[src/rtl/fifo_pkg.sv]
// Shared definitions for the dual-clock FIFO: default geometry, pointer type
// and Gray-code helpers used by both the write and read controllers.
package fifo_pkg;

  localparam int FIFO_ADDR_W = 3;
  localparam int FIFO_DATA_W = 8;
  localparam int FIFO_DEPTH  = 1 << FIFO_ADDR_W;

  typedef logic [FIFO_ADDR_W:0] ptr_t;

  function automatic ptr_t bin2gray(input ptr_t bin);
    return bin ^ (bin >> 1);
  endfunction

  function automatic ptr_t gray2bin(input ptr_t gray);
    ptr_t bin;
    bin[FIFO_ADDR_W] = gray[FIFO_ADDR_W];
    for (int i = FIFO_ADDR_W - 1; i >= 0; i--) begin
      bin[i] = bin[i+1] ^ gray[i];
    end
    return bin;
  endfunction

endpackage

[src/rtl/sync_2ff.sv]
// Two-flop synchroniser for a Gray-coded pointer crossing into the local clock.
// Cleared by the shared asynchronous active-low reset.
module sync_2ff #(
  parameter int WIDTH = 4
) (
  input  logic             clk,
  input  logic             nRst,
  input  logic [WIDTH-1:0] d,
  output logic [WIDTH-1:0] q
);

  logic [WIDTH-1:0] meta_reg;
  logic [WIDTH-1:0] sync_reg;

  always_ff @(posedge clk or negedge nRst) begin
    if (!nRst) begin
      meta_reg <= '0;
      sync_reg <= '0;
    end else begin
      meta_reg <= d;
      sync_reg <= meta_reg;
    end
  end

  assign q = sync_reg;

endmodule

[src/rtl/async_fifo_wr_ctrl.sv]
// Write-domain controller of the 8-deep dual-clock FIFO: handshake, write port,
// pointers and conservative full/level flags. Optional checker: FIFO_WR_PTR_CHECK_EN.
module async_fifo_wr_ctrl
  import fifo_pkg::*;
#(
  parameter int ADDR_W    = FIFO_ADDR_W,
  parameter int DATA_W    = FIFO_DATA_W,
  parameter int AF_THRESH = 6
) (
  input  logic              wclk,
  input  logic              nRst,
  input  logic              s_valid,
  input  logic [DATA_W-1:0] s_data,
  output logic              s_ready,
  input  logic [ADDR_W:0]   rptr_gray_in,
  output logic [ADDR_W:0]   wptr_gray_out,
  output logic              mem_we,
  output logic [ADDR_W-1:0] mem_waddr,
  output logic [DATA_W-1:0] mem_wdata,
  output logic              full,
  output logic              almost_full,
  output logic [ADDR_W:0]   wr_level
`ifdef FIFO_WR_PTR_CHECK_EN
  ,
  output logic              err_ptr
`endif
);

  localparam int              DEPTH_L = 1 << ADDR_W;
  localparam logic [ADDR_W:0] DEPTH_P = (ADDR_W + 1)'(DEPTH_L);
  localparam logic [ADDR_W:0] AF_LVL  = (ADDR_W + 1)'(AF_THRESH);
  localparam logic [ADDR_W:0] ONE_P   = (ADDR_W + 1)'(1);

  logic [ADDR_W:0] wptr_bin_reg;
  logic [ADDR_W:0] wptr_gray_reg;
  logic [ADDR_W:0] wptr_bin_next;
  logic [ADDR_W:0] wptr_gray_next;
  logic [ADDR_W:0] rq2;
  logic [ADDR_W:0] rbin_s;
  logic            wr_en;

  sync_2ff #(
    .WIDTH (ADDR_W + 1)
  ) u_rptr_sync (
    .clk  (wclk),
    .nRst (nRst),
    .d    (rptr_gray_in),
    .q    (rq2)
  );

  // Each binary bit is the XOR of all Gray bits at or above it.
  for (genvar gi = 0; gi <= ADDR_W; gi++) begin : g_gray2bin
    assign rbin_s[gi] = ^rq2[ADDR_W:gi];
  end

  // Full when the write pointer is one lap ahead: top two Gray bits inverted.
  assign full        = (wptr_gray_reg == {~rq2[ADDR_W:ADDR_W-1], rq2[ADDR_W-2:0]});
  assign wr_level    = wptr_bin_reg - rbin_s;
  assign almost_full = (wr_level >= AF_LVL);
  assign s_ready     = !full;

  // Gate with nRst so an in-flight word is never written while reset is held.
  assign wr_en     = s_valid && s_ready && nRst;
  assign mem_we    = wr_en;
  assign mem_waddr = wptr_bin_reg[ADDR_W-1:0];
  assign mem_wdata = s_data;

  assign wptr_bin_next  = wptr_bin_reg + ONE_P;
  assign wptr_gray_next = wptr_bin_next ^ (wptr_bin_next >> 1);
  assign wptr_gray_out  = wptr_gray_reg;

  always_ff @(posedge wclk or negedge nRst) begin
    if (!nRst) begin
      wptr_bin_reg  <= '0;
      wptr_gray_reg <= '0;
    end else if (wr_en) begin
      wptr_bin_reg  <= wptr_bin_next;
      wptr_gray_reg <= wptr_gray_next;
    end
  end

`ifdef FIFO_WR_PTR_CHECK_EN
  logic [ADDR_W:0] rq2_prev_reg;
  logic [ADDR_W:0] rq2_delta;
  logic            err_reg;
  logic            err_now;

  // A legal Gray stream never flips more than one bit between samples.
  assign rq2_delta = rq2 ^ rq2_prev_reg;
  assign err_now   = (|(rq2_delta & (rq2_delta - ONE_P))) || (wr_level > DEPTH_P);
  assign err_ptr   = err_reg || err_now;

  always_ff @(posedge wclk or negedge nRst) begin
    if (!nRst) begin
      rq2_prev_reg <= '0;
      err_reg      <= 1'b0;
    end else begin
      rq2_prev_reg <= rq2;
      if (err_now) begin
        err_reg <= 1'b1;
      end
    end
  end

`ifndef SYNTHESIS
  always @(posedge wclk) begin
    if (nRst) begin
      assert (!err_now)
      else $warning("async_fifo_wr_ctrl: read pointer step or level out of range (rq2=%0h level=%0d)",
                    rq2, wr_level);
    end
  end
`endif
`endif

endmodule

[config.mk]
export PLATFORM = sky130hd
export DESIGN_NAME = async_fifo_wr_ctrl
export DESIGN_NICKNAME = d
export VERILOG_FILES = /design/src/rtl/fifo_pkg.sv /design/src/rtl/sync_2ff.sv /design/src/rtl/async_fifo_wr_ctrl.sv
export SDC_FILE = /design/constraint.sdc
export NUM_CORES = 1
export LEC_CHECK = 0
export CAP_MARGIN = 25
export CORE_MARGIN = 2
export CORE_UTILIZATION = 30
export DETAILED_ROUTE_END_ITERATION = 12
export MAX_ROUTING_LAYER = met4
export PLACE_DENSITY = 0.72
export SYNTH_ARGS = -nofsm -noshare
export SYNTH_HDL_FRONTEND = slang
export SYNTH_SLANG_ARGS = --single-unit
[constraint.sdc]
create_clock -name wclk -period 6.2 [get_ports wclk]
set_input_delay 1.24 -clock wclk [delete_from_list [all_inputs] [get_ports wclk]]
set_output_delay 1.24 -clock wclk [all_outputs]
set_load 0.03 [all_outputs]
==> impl_metrics.tcl, run 1 <==
set metrics [dict create \
    holdBufCountCts 0 \
    h-tree-depth 1 \
    viasPerCell 4.37 \
    layout-drive-gt1-share 0.131 \
    hp-start "u_rptr_sync.meta_reg[0]$_DFF_PN0_" \
    syn-cell-area_um2 808 \
    antenna_found_initial 0 \
    clockBufferDepth 2 \
    grt_pass1_vias 568 \
    grt_max_degree 17 \
    postLayoutCoreUtil 0.406 \
    syn_to_final_growth_pct 26.6 \
    cts_tree "done" \
    wire_per_inst_um 11.3 \
    synth_top_cell_area_share 0.464 \
    final-max-slew-violation-count 0 \
    p_leak_nw 0.428 \
    synthCells 67 \
    synthTopCellsByArea "dfrtp_1 46%, xnor2_1 12%, buf_4 7.4%" \
    critPathKind "in2out" \
    ant_nets 0 \
    fin_area_um2 1020 \
    initial_core_util 0.320 \
    grt.overflow.total 0 \
    rows 18 \
    max_slew.worst_pin.slew_ps 659 \
    synth_nets 87 \
    firstDrtPassIters 3 \
    n_antenna_cell 0 \
    cp_data_required_time_ps 4960 \
    die-area_um2 3130 \
    fmaxAchievable_mhz 213 \
    fin_crit_ps 4690 \
    cp-end-kind "output port" \
    finalCritPeriodShare 0.756 \
    insertion_delay_ps 270 \
    drv_cap 0 \
    min_path_cells 0 \
    dpl.hpwl_um 1040 \
    yosysWarnings 0 \
    skew_ps 2.49 \
    place_area_um2 996 \
    clkTransAtPathRegs_ps 80 \
    final_cell_mix "21 x clkdlybuf4s50_1, 15 x dfrtp_1, 11 x xnor2_1, 5 x inv_1, 5 x nand2_1" \
    r2r-start "wptr_gray_out[1]$_DFFE_PN0P_" \
    grt_setup_unrepaired "no" \
    gp_congestion 0.698 \
    layout_commonest_cell "clkdlybuf4s50_1" \
    drtIter0Drc 5 \
    crit_fanout 16 \
    hold_viol_final 0 \
    post_cts_buffers 0 \
    synth_cell_type_count 17 \
    outcome "completed" \
    power.density_nw_per_um2 630 \
    grt_pass1_wl_um 2290 \
    tns_ps 0 \
    hold_path.class "reg2reg" \
    die_h_um 55.9 \
    cts.sinks 15 \
    grt_usage 0.0943 \
    setup_violations 0 \
    drt_wl_total_um 1290 \
    synth_top_area_cell "dfrtp_1" \
    core_area_um2 2520 \
    cts-resized-gates 0 \
    peakVddDrop_mv 0.352 \
    num-fill-cells 256 \
    numCtsBuffers 3 \
    pin_count 38 \
    synth_seq_cells 15 \
    power_uw 645 \
    reg2regPathDepth 3 \
    postSynthAreaPerCell_um2 12.1 \
    critPathLaunch "nRst" \
    vias 498 \
    cp-start-kind "input port" \
    root_buffer "clkbuf_4" \
    fin_hold_ws_ps 351 \
    synth_seq_area_share 0.464 \
    die_w_um 55.9 \
    crit_arrival_ps 3450 \
    fin_nets 105 \
    slew_headroom 0.559 \
    port_buffers 21 \
    drc_errors 0 \
]
synthesized netlist by cell type:
cell,instances
xor2_1,4
xnor2_1,11
inv_1,5
nor2b_1,1
fa_1,1
mux2_2,4
xor2_2,1
dfrtp_1,15
nor2_1,1
a41oi_4,1
a21oi_1,1
nand4_1,2
and3_2,1
nand2_1,5
o21ai_0,2
ha_1,4
buf_4,8
path summary, 6_finish.rpt:
path | slack [ps] | endpoint
min reg2reg | 350 | u_rptr_sync.q[0]$_DFF_PN0_
min in group asynchronous | 1370 | wptr_bin_reg[3]$_DFFE_PN0P_
max in group asynchronous | 4410 | wptr_bin_reg[0]$_DFFE_PN0P_
min | 350 | u_rptr_sync.q[0]$_DFF_PN0_
max reg2reg | 4710 | wptr_gray_out[0]$_DFFE_PN0P_
max | 1510 | mem_we
critical path, cell delays in order:
cell             delay [ps]
clkdlybuf4s50_1         890
nand2_1                 200
a41oi_4                 360
clkdlybuf4s50_1         750
kinds of logic (layout without fill, tap and decap cells):
family,Yosys count,after routing,synth area share
AOI/OAI and AO/OA,4,4,0.0526
xor gates and xnor gates,16,16,0.183
adders and majority gates,5,5,0.0867
buffers and inverters,13,30,0.0975
DFF,15,15,0.464
muxes,4,4,0.0557
and+or+nand+nor,10,10,0.0604
metrics by stage:
step	instances	setup slack (ps)
after floorplan	67	2310
after global placement	110	1530
after detailed placement	110	1480
after CTS	114	1470
after global routing	114	1320
final	114	1510
cell type report:
type,instances,area (um^2),share of cell area
inverter,5,18.8,0.0183
sequential,15,375,0.367
multi-input combinational,39,354,0.346
tap,30,37.5,0.0367
clock inverter,1,5.00,0.00489
clock buffer,3,22.5,0.0220
timing repair buffer,21,210,0.205
where the power goes:
group	internal (mW)	switching [mW]	leakage, nW
logic	0.196	0.233	0.235
registers	0.125	0.0406	0.176
clock network	0.0239	0.0271	0.0177
total	0.345	0.300	0.428
metal layers:
layer  vias up  wire length [um]  share of wire  global-route usage
met5         -                 0              0                   -
met4         0                12         0.0093              0.0612
met3         4                85          0.066              0.0116
met2        18               612           0.48               0.163
met1       231               575           0.45               0.101
li1        245                 -              -                   -
No activity file was read; power rests on OpenSTA's default activity.
==> run 2, diff against run 1 <==
- PLACE_DENSITY: 0.72 -> 0.74
- clock period: 6.2 -> 4.2 ns (I/O delays scaled with it)
==> impl_metrics.tcl, run 2 (synthesized netlist as in run 1, its figures left out) <==
set metrics [dict create \
    crit_fanout 3 \
    p_leak_nw 0.430 \
    skew_ps 10.6 \
    vias 517 \
    post_cts_buffers 0 \
    grt.overflow.total 0 \
    outcome "completed" \
    crit_chain "xnor2_1 -> xor2_1 -> xnor2_1 -> ha_1 -> inv_1 -> fa_1 -> xor2_1 -> nand2_1 -> o21ai_0 -> clkdlybuf4s50_1" \
    max_slew.worst_pin.slew_ps 367 \
    postLayoutCoreUtil 0.408 \
    insertion_delay_ps 290 \
    grt_usage 0.101 \
    grt_max_degree 16 \
    numCtsBuffers 3 \
    pwr-share-comb 0.663 \
    fin_crit_ps 3970 \
    antenna_found_initial 0 \
    num-fill-cells 264 \
    final_cell_mix "21 x clkdlybuf4s50_1, 15 x dfrtp_1, 11 x xnor2_1, 5 x inv_1, 5 x nand2_1" \
    hold_viol_final 0 \
    wire_per_inst_um 12.4 \
    die-area_um2 3130 \
    clockBufferDepth 2 \
    power.density_nw_per_um2 939 \
    layout-drive-gt1-share 0.129 \
    final-max-slew-violation-count 0 \
    cts.sinks 15 \
    cp-start-kind "flop" \
    internal-power_uw 511 \
    critPathKind "reg2out" \
    core_area_um2 2520 \
    cpPeakStageDelay_ps 690 \
    initial_core_util 0.320 \
    cts-resized-gates 0 \
    tns_ps 0 \
    h-tree-depth 1 \
    port_buffers 21 \
    crit_family "XOR/XNOR gates" \
    finalCritPeriodShare 0.945 \
    slowest_stage "clkdlybuf4s50_1" \
    setup_violations 0 \
    fin_nets 106 \
    rows 18 \
    crit_arrival_ps 3130 \
    drv_cap 0 \
    root_buffer "clkbuf_4" \
    grt_pass1_wl_um 2360 \
    firstDrtPassIters 2 \
    power_frac_seq 0.253 \
    slew_headroom 0.754 \
    cts_tree "done" \
    peakVddDrop_mv 0.586 \
    drtIter0Drc 1 \
    viasPerCell 4.50 \
    hold_path.class "reg2reg" \
    p_clk_frac 0.083 \
    grt_pass1_vias 533 \
    drt_wl_total_um 1420 \
    cp_data_required_time_ps 3360 \
    n_antenna_cell 0 \
    critPathBufInv 2 \
    syn_to_final_growth_pct 27.4 \
    fmaxAchievable_mhz 252 \
    layout_commonest_cell "clkdlybuf4s50_1" \
    grt_setup_unrepaired "no" \
    holdBufCountCts 0 \
    switching_share 0.472 \
    final.setup.worst_slack_ps 230 \
    die_h_um 55.9 \
    die_w_um 55.9 \
    pre_cts_ws_ps 489 \
    dpl.hpwl_um 1110 \
    net-switching-power_uw 456 \
    ant_nets 0 \
    cp-end-kind "output port" \
    pin_count 38 \
    drc_errors 0 \
    gp_congestion 0.689 \
    clkTransAtPathRegs_ps 70 \
]
[run 2: changes by cell type in the layout (fill, tap and decap cells not counted)]
cell      previous run  this run
buf_4                0         1
clkbuf_1             0         1
clkinv_2             1         0
[run 2: path summary, 6_finish.rpt]
check	slack [ps]	start	depth (start not counted)	endpoint
min in group asynchronous	880	nRst	2	wptr_bin_reg[3]$_DFFE_PN0P_
max	230	u_rptr_sync.q[3]$_DFF_PN0_	10	almost_full
max in group asynchronous	3140	nRst	2	wptr_gray_out[2]$_DFFE_PN0P_
min	350	u_rptr_sync.meta_reg[3]$_DFF_PN0_	0	u_rptr_sync.q[3]$_DFF_PN0_
max reg2reg	2690	wptr_gray_out[1]$_DFFE_PN0P_	3	wptr_gray_out[2]$_DFFE_PN0P_
min reg2reg	350	u_rptr_sync.meta_reg[3]$_DFF_PN0_	0	u_rptr_sync.q[3]$_DFF_PN0_
[run 2: layout make-up]
class                   instances  area [um^2]  area share
repair buffers                 22          218       0.211
flip-flops and latches         15          375       0.365
well taps                      30         37.5      0.0365
inverters                       5         18.8      0.0182
clock buffers                   4         26.3      0.0255
multi-input cells              39          354       0.344
[run 2: per-layer routing]
metal | track usage | vias up | part of all wire
met5 | - | - | 0
met4 | 0.0748 | 0 | 0.020
met3 | 0.0233 | 3 | 0.072
met2 | 0.158 | 27 | 0.48
met1 | 0.113 | 243 | 0.43
li1 | - | 244 | -
[run 2: worst reg2reg max path, cell delays in order, from the launching register on]
cell     delay (ps)
dfrtp_1         420
xnor2_1         190
a41oi_4         400
mux2_2          380
[run 2: through the flow]
step	power (mW)	hold WS, ps	cells	area [um^2]
6_report	0.967	353	115	1030
5_1_grt	1.03	361	115	1030
4_1_cts	0.977	355	115	1030
2_1_floorplan	0.676	331	67	808
3_3_place_gp	0.877	335	111	1000
3_5_place_dp	0.887	338	111	1000
[run 2: power groups by stage]
stage	clock network, mW	logic [mW]	registers [mW]
after CTS	0.0834	0.649	0.245
after floorplan	0	0.373	0.303
after global routing	0.0889	0.687	0.252
after detailed placement	0	0.641	0.246
final	0.0805	0.641	0.245
after global placement	0	0.632	0.245
